$ cat config.mk
export PLATFORM = sky130hd
export DESIGN_NAME = multi_timer
export DESIGN_NICKNAME = d
export VERILOG_FILES = /design/src/rtl/multi_timer.sv
export SDC_FILE = /design/constraint.sdc
export NUM_CORES = 1
export LEC_CHECK = 0
export ABC_AREA = 1
export CAP_MARGIN = 20
export CORE_MARGIN = 1.5
export CORE_UTILIZATION = 60
export DETAILED_ROUTE_END_ITERATION = 12
export GPL_ROUTABILITY_DRIVEN = 0
export PLACE_DENSITY = 0.78
export SLEW_MARGIN = 0
export SYNTH_ARGS = -nofsm -noshare
export SYNTH_HDL_FRONTEND = slang
export SYNTH_SLANG_ARGS = --single-unit
$ cat constraint.sdc
create_clock -name clk -period 3.72 [get_ports clk]
set_input_delay 0.744 -clock clk [delete_from_list [all_inputs] [get_ports clk]]
set_output_delay 0.744 -clock clk [all_outputs]
set_load 0.01 [all_outputs]
$ cat src/rtl/multi_timer.sv
// multi_timer: NUM_CH down-counting timer channels with shared prescalers, compare match and atomic COUNT readback.
// Define MULTI_TIMER_CASCADE_EN to let channel c>0 count channel c-1 underflows (CTRL.CASC).
module multi_timer #(
    parameter int unsigned NUM_CH    = 4,
    parameter int unsigned WIDTH     = 16,
    parameter logic [23:0] BASE_ADDR = 24'h2040
) (
    input  logic                  clk,
    input  logic                  reset,
    input  logic                  rt_ce,
    input  logic                  bus_write,
    input  logic                  bus_read,
    input  logic [23:0]           bus_address_in,
    input  logic [7:0]            bus_data_in,
    output logic [7:0]            bus_data_out,
    output logic [2*NUM_CH-1:0]   irqs
);

    localparam logic [15:0] WMASK = 16'((32'd1 << WIDTH) - 32'd1);
    localparam logic [23:0] SPAN  = 24'(8 * NUM_CH);

    logic [13:0] clk_pre;
    logic [6:0]  rt_pre;

    logic [NUM_CH-1:0] en;
    logic [NUM_CH-1:0] oneshot;
    logic [NUM_CH-1:0] src;
    logic [NUM_CH-1:0] uf;
    logic [NUM_CH-1:0] cmp;
    logic [NUM_CH-1:0] casc_rd;
    logic [2:0]        psel    [NUM_CH];
    logic [15:0]       preset  [NUM_CH];
    logic [15:0]       compare [NUM_CH];
    logic [15:0]       count   [NUM_CH];
    logic [7:0]        shadow  [NUM_CH];
`ifdef MULTI_TIMER_CASCADE_EN
    logic [NUM_CH-1:0] casc;
`endif

    logic [23:0]       off;
    logic              in_range;
    logic [NUM_CH-1:0] ch_hit;
    logic [NUM_CH-1:0] wr_ctrl;
    logic [NUM_CH-1:0] wr_stat;
    logic [NUM_CH-1:0] rd_cnt_lo;
    logic [NUM_CH-1:0] reload;
    logic [NUM_CH-1:0] tick;
    logic [NUM_CH-1:0] live;
    logic [NUM_CH-1:0] uf_ev;
    logic [NUM_CH-1:0] cmp_ev;

    function automatic logic clk_tick(input logic [13:0] pre, input logic [2:0] p);
        logic [13:0] m;
        m = ~(14'h3fff << {p, 1'b0});
        return (pre & m) == m;
    endfunction

    function automatic logic rt_tick(input logic [6:0] pre, input logic [2:0] p);
        logic [6:0] m;
        m = ~(7'h7f << p);
        return (pre & m) == m;
    endfunction

    assign off      = bus_address_in - BASE_ADDR;
    assign in_range = (bus_address_in >= BASE_ADDR) && (off < SPAN);

`ifdef MULTI_TIMER_CASCADE_EN
    assign casc_rd = casc;
`else
    assign casc_rd = '0;
`endif

    // Channels are evaluated in index order so a cascaded channel sees the
    // underflow of its predecessor from the same cycle.
    always_comb begin
        ch_hit    = '0;
        wr_ctrl   = '0;
        wr_stat   = '0;
        rd_cnt_lo = '0;
        reload    = '0;
        tick      = '0;
        live      = '0;
        uf_ev     = '0;
        cmp_ev    = '0;
        for (int unsigned c = 0; c < NUM_CH; c++) begin
            ch_hit[c]    = in_range && (off[5:3] == 3'(c));
            wr_ctrl[c]   = bus_write && ch_hit[c] && (off[2:0] == 3'd0);
            wr_stat[c]   = bus_write && ch_hit[c] && (off[2:0] == 3'd1);
            rd_cnt_lo[c] = bus_read && ch_hit[c] && (off[2:0] == 3'd6);
            reload[c]    = wr_ctrl[c] && bus_data_in[1];
            tick[c]      = src[c] ? (rt_ce && rt_tick(rt_pre, psel[c]))
                                  : clk_tick(clk_pre, psel[c]);
`ifdef MULTI_TIMER_CASCADE_EN
            if (c > 0 && casc[c])
                tick[c] = uf_ev[c-1];
`endif
            live[c]   = tick[c] && en[c] && !(wr_ctrl[c] && !bus_data_in[0]) && !reload[c];
            uf_ev[c]  = live[c] && (count[c] == 16'h0000);
            cmp_ev[c] = live[c] && (count[c] != 16'h0000) &&
                        (((count[c] - 16'd1) & WMASK) == compare[c]);
        end
    end

    always_comb begin
        bus_data_out = '0;
        for (int unsigned c = 0; c < NUM_CH; c++) begin
            if (ch_hit[c]) begin
                case (off[2:0])
                    3'd0: bus_data_out = {psel[c], casc_rd[c], src[c], oneshot[c], 1'b0, en[c]};
                    3'd1: bus_data_out = {6'b0, cmp[c], uf[c]};
                    3'd2: bus_data_out = preset[c][7:0];
                    3'd3: bus_data_out = preset[c][15:8];
                    3'd4: bus_data_out = compare[c][7:0];
                    3'd5: bus_data_out = compare[c][15:8];
                    3'd6: bus_data_out = count[c][7:0];
                    3'd7: bus_data_out = shadow[c];
                endcase
            end
        end
    end

    always_ff @(posedge clk) begin
        if (!reset) begin
            clk_pre <= '0;
            rt_pre  <= '0;
            irqs    <= '0;
            en      <= '0;
            oneshot <= '0;
            src     <= '0;
            uf      <= '0;
            cmp     <= '0;
`ifdef MULTI_TIMER_CASCADE_EN
            casc    <= '0;
`endif
            for (int unsigned c = 0; c < NUM_CH; c++) begin
                psel[c]    <= '0;
                preset[c]  <= '0;
                compare[c] <= '0;
                count[c]   <= '0;
                shadow[c]  <= '0;
            end
        end else begin
            clk_pre <= clk_pre + 14'd1;
            if (rt_ce)
                rt_pre <= rt_pre + 7'd1;

            for (int unsigned c = 0; c < NUM_CH; c++) begin
                irqs[2*c]   <= uf_ev[c];
                irqs[2*c+1] <= cmp_ev[c];

                // A CTRL write overrides the one-shot auto-disable.
                if (wr_ctrl[c]) begin
                    en[c]      <= bus_data_in[0];
                    oneshot[c] <= bus_data_in[2];
                    src[c]     <= bus_data_in[3];
                    psel[c]    <= bus_data_in[7:5];
`ifdef MULTI_TIMER_CASCADE_EN
                    casc[c]    <= bus_data_in[4];
`endif
                end else if (uf_ev[c] && oneshot[c]) begin
                    en[c] <= 1'b0;
                end

                uf[c]  <= (uf[c]  && !(wr_stat[c] && bus_data_in[0])) || uf_ev[c];
                cmp[c] <= (cmp[c] && !(wr_stat[c] && bus_data_in[1])) || cmp_ev[c];

                if (bus_write && ch_hit[c]) begin
                    case (off[2:0])
                        3'd2:    preset[c][7:0]   <= bus_data_in & WMASK[7:0];
                        3'd3:    preset[c][15:8]  <= bus_data_in & WMASK[15:8];
                        3'd4:    compare[c][7:0]  <= bus_data_in & WMASK[7:0];
                        3'd5:    compare[c][15:8] <= bus_data_in & WMASK[15:8];
                        default: ;
                    endcase
                end

                if (reload[c] || uf_ev[c])
                    count[c] <= preset[c];
                else if (live[c])
                    count[c] <= (count[c] - 16'd1) & WMASK;

                if (rd_cnt_lo[c])
                    shadow[c] <= count[c][15:8];
            end
        end
    end

endmodule

==> results, run 1 <==
- Setup slack closes at around 0.060 ns.
- The worst-case IR drop observed on VDD is between 300 and 400 µV.
- The per-cell routed wire length is 20.5 µm.
- The leakage power is ~8.7 nW.
- In this run the worst hold path is classified as reg2reg.
- The number of I/O pins is 53.
- The number of routed nets with antenna violations is 0.
- The worst register-to-register path ends at count[0][13].
- The floorplan has 60 rows.
- The number of instances in the synthesized netlist is just over 2000.
- The final standard cell count with taps included and fillers excluded is between 2000 and 3000.
- After layout, the design draws a total of 7.71 mW.
- The highest net fanout along the worst path is 4.
- The maximum number of pins on one net before global-route repair is 44.
- The insertion delay to the later sink of the worst-skew pair is between 0.5 and 0.6 ns.
- The Yosys warning count is 0.
- The run finished with clean final reports.
- The final number of setup-violating endpoints is 0.
- The final standard cell utilization of the core is 73.3%.
- Summed over all layers, the global routing overflow is 0.
- The initial core utilization is roughly three fifths.
- The first global-routing pass estimated 81100 µm of wire.
- The number of port buffers is 52.
- The critical path startpoint is bus_address_in[23].
- The final layout contains routed wiring with a total length of between 50000 and 60000 µm.
- The number of search-and-repair iterations in the first detailed-routing pass is 6.
- Fill cells in the final layout number roughly 2000.
- The average cell area after synthesis is about 8 µm².
- The endpoint arrival time on the critical path is a little under 3 ns.
- The maximum achievable frequency is between 200 and 300 MHz.
- The relative slew slack is around 25%.
- Yosys mapped the design onto 56 distinct sky130hd cell types.
- The share of the cycle needed by the critical path after routing is between 90% and 100%.
- Global routing used about 37% of the available tracks.
- The area of the mapped netlist is between 15000 and 20000 µm².
- The worst hold-check slack is ~0.47 ns.
- The final design instance area without fill is just under 20000 µm².
- For this block, wires on met1 add up to 18900 µm.
- The die outline area is 28700 µm².
- The transition time of the tightest slew-check pin is 1.13 ns.
- The final-report max-slew violation count is 0.
- CTS saw 285 sinks.
- The via count of the first global-routing pass is around 15000.
- The number of cells on the worst reg-to-reg path is 15.
- The sequential-to-total area share from yosys stat is 48.6%.
- Synthesis inferred ~290 register bits.
- After floorplanning, the core was sized to cover 27000 µm².
- Buffers inserted to repair hold after CTS numbered 0.
- edfxtp_1 takes more of the synthesized area than any other cell.
- The CTS tree is yes.
- The hold violation count in the final report was 0.
- The maximum clock path buffer count is 3.
- The cell count after placement is 2537.
- The portion of synthesized cell area occupied by the leading cell type is between 40 and 50%.
- The clock root buffer is clkbuf_16.
- The start of the worst register-to-register path is count[0][0].
- The via density per instance is approximately 6.
- The count of antenna diodes in the layout is 0.
- The final layout contains 2276 nets.
- Signal routing reaches up to met4.
- In this run the cell area measured after placement is 18400 µm².
- Setup total negative slack on the finished layout was measured at 0 ns.
- The capturing element type of the critical path is an output port.
- Prior to clock tree synthesis, the placed netlist has a worst setup slack of -0.531 ns.
- The routed length on met2 is around 25000 µm.
- The number of buffers created by CTS is 30.
- Across the routed clock network, the largest skew measured is ~0.031 ns.
- Cells with a size suffix above 1 make up between 10 and 15% of the layout.
- The initial detailed-routing violation count is roughly 2100.
- Clock-pin slew was measured on the worst setup and hold paths at about 0.060 ns.
- The growth of design area from synthesis to finish is 19.3%.
- The power density over the cells is slightly below 400 nW/µm².
- For this run, design rule violations remaining after detail routing come to 0.
- The minimum clock period is roughly 3.7 ns.
- The startpoint type of the worst setup path is an input port.
- The count of H-tree levels built during CTS is 1.
- The endpoint of the most critical setup path is bus_data_out[2].
- The initial antenna violation count is 0.
- The detailed-route via count is around 16000.
- The synthesized netlist net count is between 2000 and 2500.
- For the worst setup path, the data required time is around 3.0 ns.
- After detailed routing, the met3 layer carries 5850 µm of wire.
- Across the run, the number of max-cap violations was 0.
- The die span in y is between 150 and 200 µm.
- For flop-to-flop paths, the worst setup slack is 0.44 ns.
- Measured along the x axis, the die boundary spans 169 µm.
- The path type of the worst setup path is in2out.
- The startpoint of the lowest-slack hold path is uf[2].
- In the post-synthesis netlist, the biggest area contributors are edfxtp_1, nor2_1, nand2_1.
- Summed over all nets, the half-perimeter wirelength after detailed placement is 38000 µm.
worst min path at each step:
stage               cells past startpoint         end  slack (ns)
finish                                  2       uf[2]        0.47
global placement                        1  clk_pre[0]        0.45
CTS                                     2       uf[2]        0.47
floorplan                               1  clk_pre[0]        0.43
detailed placement                      1  clk_pre[0]        0.46
global route                            2      cmp[2]        0.50
timing repair:
action,4_1_cts,5_1_grt
setup buffers,0,5
endpoints found under the setup margin,8,8
pin swaps,9,23
gates resized for setup,53,52
critical path: stages:
cell	delay, ns
clkdlybuf4s50_1	0.42
nor2_1	0.16
nand4_1	0.13
nor2_2	0.15
nand4_4	0.15
nor2_8	0.20
nand3_4	0.14
inv_4	0.09
o211ai_1	0.13
a32oi_1	0.23
buf_4	0.15
clkdlybuf4s15_2	0.22
layout make-up:
type	count	area, µm²	area share (%)
Sequential cell	285	8070	40.7
Tap cell	341	427	2.15
Multi-Input combinational cell	1440	7410	37.4
Timing Repair Buffer	197	1790	9.04
Inverter	279	1050	5.31
Clock buffer	44	897	4.53
Clock inverter	12	166	0.840
report_power, final:
part	switching (mW)	leakage [nW]	total, mW	internal [mW]
Clock	1.30	0.522	3.24	1.95
Combinational	0.525	5.41	0.800	0.276
Sequential	0.0991	2.72	3.66	3.56
Total	1.92	8.66	7.71	5.79
Yosys cell counts, drive strengths merged:
library cell	number
a31oi	4
clkinv	3
o41ai	1
and2	3
xor2	69
a22o	1
nor2	429
nor3b	5
o21bai	1
o211ai	13
a32oi	2
buf	20
nand3	147
inv	276
a211oi	2
a21oi	47
clkbuf	47
nand3b	6
nand4	35
dfxtp	49
a2111oi	2
or2	11
o31ai	5
o221ai	2
and3	4
o21ai	92
nor3	32
a221oi	25
nand2	422
o311ai	1
xnor2	6
a41oi	1
ha	6
a22oi	23
o22ai	38
edfxtp	236
o2111ai	4
nor4	1
sequential cells by signal, summed over array words and instances, names as in the netlist:
| name | cells |
|---|---|
| en | 4 |
| count | 64 |
| cmp | 4 |
| src | 4 |
| compare | 64 |
| uf | 4 |
| clk_pre | 14 |
| preset | 64 |
| psel | 12 |
| shadow | 32 |
| oneshot | 4 |
| rt_pre | 7 |
| irqs | 8 |
cell usage in the layout (no fill, tap or decap), drive strengths merged, types with 2 or more instances in the layout:
| cell | count |
|---|---|
| nor2 | 429 |
| nand2 | 422 |
| inv | 277 |
| edfxtp | 236 |
| buf | 149 |
| nand3 | 147 |
| o21ai | 92 |
| xor2 | 69 |
| dfxtp | 49 |
| a21oi | 47 |
| clkbuf | 45 |
| o22ai | 38 |
| nand4 | 35 |
| nor3 | 32 |
| a221oi | 25 |
| clkdlybuf4s50 | 24 |
| a22oi | 23 |
| dlymetal6s2s | 15 |
| o211ai | 13 |
| or2 | 11 |
| clkinv | 10 |
| nand3b | 6 |
| xnor2 | 6 |
| ha | 6 |
| nor3b | 5 |
| dlygate4sd2 | 5 |
| o31ai | 5 |
| o2111ai | 4 |
| a31oi | 4 |
| and3 | 4 |
| bufinv | 4 |
| and2 | 3 |
| clkdlybuf4s15 | 3 |
| a32oi | 2 |
| a211oi | 2 |
| a2111oi | 2 |
| o221ai | 2 |
logic make-up after synthesis:
kind of cell | share of synthesized area (%)
adder cells (fa/ha/maj) | 0.452
flip-flops | 48.6
buffers and inverters | 8.19
XOR/XNOR | 3.95
AO/OA/AOI/OAI | 10.0
AND/OR/NAND/NOR | 28.8
layer usage:
| metal | vias up | track usage [%] |
|---|---|---|
| li1 | 7206 | - |
| met5 | - | 0 |
| met3 | 259 | 6.30 |
| met4 | 0 | 20.9 |
| met1 | 7339 | 45.1 |
| met2 | 1105 | 61.9 |
(Power assumes the default switching activity.)
==> run 2, diff against run 1 <==
--- a/config.mk
+++ b/config.mk
@@ -8,10 +8,10 @@
 export ABC_AREA = 1
 export CAP_MARGIN = 20
 export CORE_MARGIN = 1.5
-export CORE_UTILIZATION = 60
+export CORE_UTILIZATION = 56
 export DETAILED_ROUTE_END_ITERATION = 12
 export GPL_ROUTABILITY_DRIVEN = 0
-export PLACE_DENSITY = 0.78
+export PLACE_DENSITY_LB_ADDON = 0.12
 export SLEW_MARGIN = 0
 export SYNTH_ARGS = -nofsm -noshare
 export SYNTH_HDL_FRONTEND = slang
==> constraint.sdc (replaced) <==
create_clock -name clk -period 3.3 [get_ports clk]
set_input_delay 0.66 -clock clk [delete_from_list [all_inputs] [get_ports clk]]
set_output_delay 0.66 -clock clk [all_outputs]
set_load 0.01 [all_outputs]
==> results, run 2 (synthesized netlist as in run 1, its figures left out) <==
- The detail route stage leaves a number of antenna-violating nets equal to 0.
- The final standard cell count with taps included and fillers excluded is between 2000 and 3000.
- The number of buffers created by CTS is 34.
- The kind of cell with the highest combined delay along the critical path is simple AND/OR/NAND/NOR gates.
- The maximum ir drop on the vdd rail is roughly 440 µV.
- Setup slack closes at roughly 0.055 ns.
- The via density per instance is 5.98.
- The count of clock tree sinks is between 200 and 300.
- The type of the tightest min-delay check is reg2reg.
- The path type of the worst setup path is in2out.
- After global routing the overflow that remains totals 0.
- Setup violations remaining at the end of the flow were counted as 0.
- The DRC violation count after routing is 0.
- The initial antenna violation count is 0.
- The leakage power is slightly below 9 nW.
- In the global route stage, overall resource usage came out at between 30 and 40%.
- The clock passes through at most 3 buffers.
- Once the floorplan was initialized, standard cells occupied a little under three fifths of the core.
- The hold violation count in the final report is 0.
- The worst pin sits at a relative slew slack of between 50% and 60%.
- The run finished with clean final reports.
- The clock input transition at the sequential cells of the worst setup and hold paths is 0.06 ns.
- The maximum number of pins on one net before global-route repair is 50.
- The count of buffers added on input and output ports is 52.
- Leaving out fill and tap cells, the most frequent cell in the layout is nor2_1.
- 53 I/O pins were placed.
- The final routed wirelength across all metal layers is between 50000 and 60000 µm.
- The clock tree synthesis step divided the H-tree into 2 levels.
- The die span in y is between 150 and 200 µm.
- Row generation in the floorplan step produced between 60 and 70 rows.
- The largest registers in the layout are compare x64, count x64, preset x64.
- The die outline area is ~31000 µm².
- The final-report max-slew violation count was 0.
- The largest single stage delay on the critical path is 0.21 ns.
- The insertion delay to the later sink of the worst-skew pair is 0.53 ns.
- The CTS tree is yes.
- Based on the critical path, the design can be clocked at up to slightly above 300 MHz.
- The total number of nets in the final design is 2296.
- The total area inside the core boundary comes to about 29000 µm².
- The critical path buffer and inverter count is 4.
- The die span in x is around 180 µm.
- The via count of the first global-routing pass was approximately 15000.
- Compared with the post-synthesis result, the final layout area differs by 21.0%.
- The first global-routing pass estimated around 83000 µm of wire.
- In this run, the number of DRC markers left after iteration 0 of detailed routing was 1902.
- The number of hold buffers added after CTS was 0.
- The worst path required time is 2.64 ns.
- The share of the cycle needed by the critical path after routing is between 90% and 100%.
- The endpoint arrival time on the critical path is 2.58 ns.
- Traced cell by cell, the critical path runs through clkdlybuf4s15_1 > nor2_2 > nand2_1 > nor2_4 > nand3_2 > nand2_2 > nand3_4 > nor2_8 > nand3_4 > buf_6 > buf_4 > nand4_1 > nand3_2 > buf_6.
- The worst setup path is captured at an output port.
- Dividing the detail-routed wire length by the instance count gives around 20 µm.
- The library cells used most frequently in the layout, excluding fill and tap cells, are nor2_1, nand2_1, inv_1.
- The share of cells above drive strength 1 is about 17%.
- Of all nets on the critical path, the largest fanout is 4.
- Clock tree synthesis selected as its root buffer the cell clkbuf_16.
- The slowest stage of the critical path belongs to the cell nor2_8.
- The worst hold-check slack is ~0.46 ns.
- For the finished layout, the period the worst path requires is roughly 3.2 ns.
- The design draws between 8 and 9 mW.
- The final clock skew is about 0.018 ns.
- The detailed-route via count is 15935.
- The pre-antenna-repair detailed-routing pass consisted of 6 iterations.
- At the end of the flow the core is filled with cells to 69.4%.
- The power density over the cells is around 450 nW/µm².
- Counting tap cells, the placed design contains a total of between 2000 and 3000 instances.
- Max-cap violations in this run came to 0.
- Prior to clock tree synthesis, the placed netlist has a worst setup slack of -0.756 ns.
- The count of antenna diodes in the layout is 0.
- The placed wire-length estimate is 39200 µm.
- The worst setup path is launched from an input port.
- At the pin with the least slew margin, the transition time is around 0.71 ns.
[run 2: cell count changes in the layout (fill, tap and decap cells not counted), moves of 9 or more]
cell,previous run,this run
dlymetal6s2s_1,15,0
nand2_1,388,379
buf_4,129,142
clkbuf_2,1,13
nand2_2,34,43
[run 2: report_power, final]
part / total (mW) / switching (mW) / internal (mW)
Combinational: 0.903 / 0.594 / 0.308
Sequential: 4.14 / 0.117 / 4.02
Clock: 3.93 / 1.54 / 2.39
Total: 8.97 / 2.25 / 6.72
[run 2: layout make-up]
cell class,count,area (µm²)
sequential,285,8070
timing repair buffer,213,1820
clock inverter,16,169
tap,384,480
multi-input combinational,1440,7490
fill,2313,8840
inverter,279,1060
clock buffer,46,1010
[run 2: path summary, 6_finish.rpt]
path	from	end	slack [ns]	depth (start not counted)
max	bus_address_in[20]	bus_data_out[4]	0.06	14
min	clk_pre[0]	clk_pre[0]	0.46	1
max reg2reg	count[0][0]	count[0][14]	0.34	15
min reg2reg	clk_pre[0]	clk_pre[0]	0.46	1
[run 2: what timing repair did]
action                     CTS  global route
resized for setup          113            67
setup endpoints to repair    8             8
pin swaps                   32            34
buffers inserted             9             1
gates cloned                 1             0
[run 2: metrics by stage]
step                      cell area (µm²)  setup TNS (ns)
after floorplan                     16600               0
after global placement              18600           -5.79
after detailed placement            18600          -12.84
after CTS                           20000               0
after global routing                20100          -0.126
final                               20100               0
[run 2: per-layer routing]
layer	part of all wire (%)	wire (µm)	GRT usage, %	up-vias
li1	-	-	-	7258
met1	38	20300	44.4	7471
met2	47	25500	59.9	978
met3	9.8	5290	5.57	228
met4	5.5	2950	17.2	0
met5	0	0	0	-
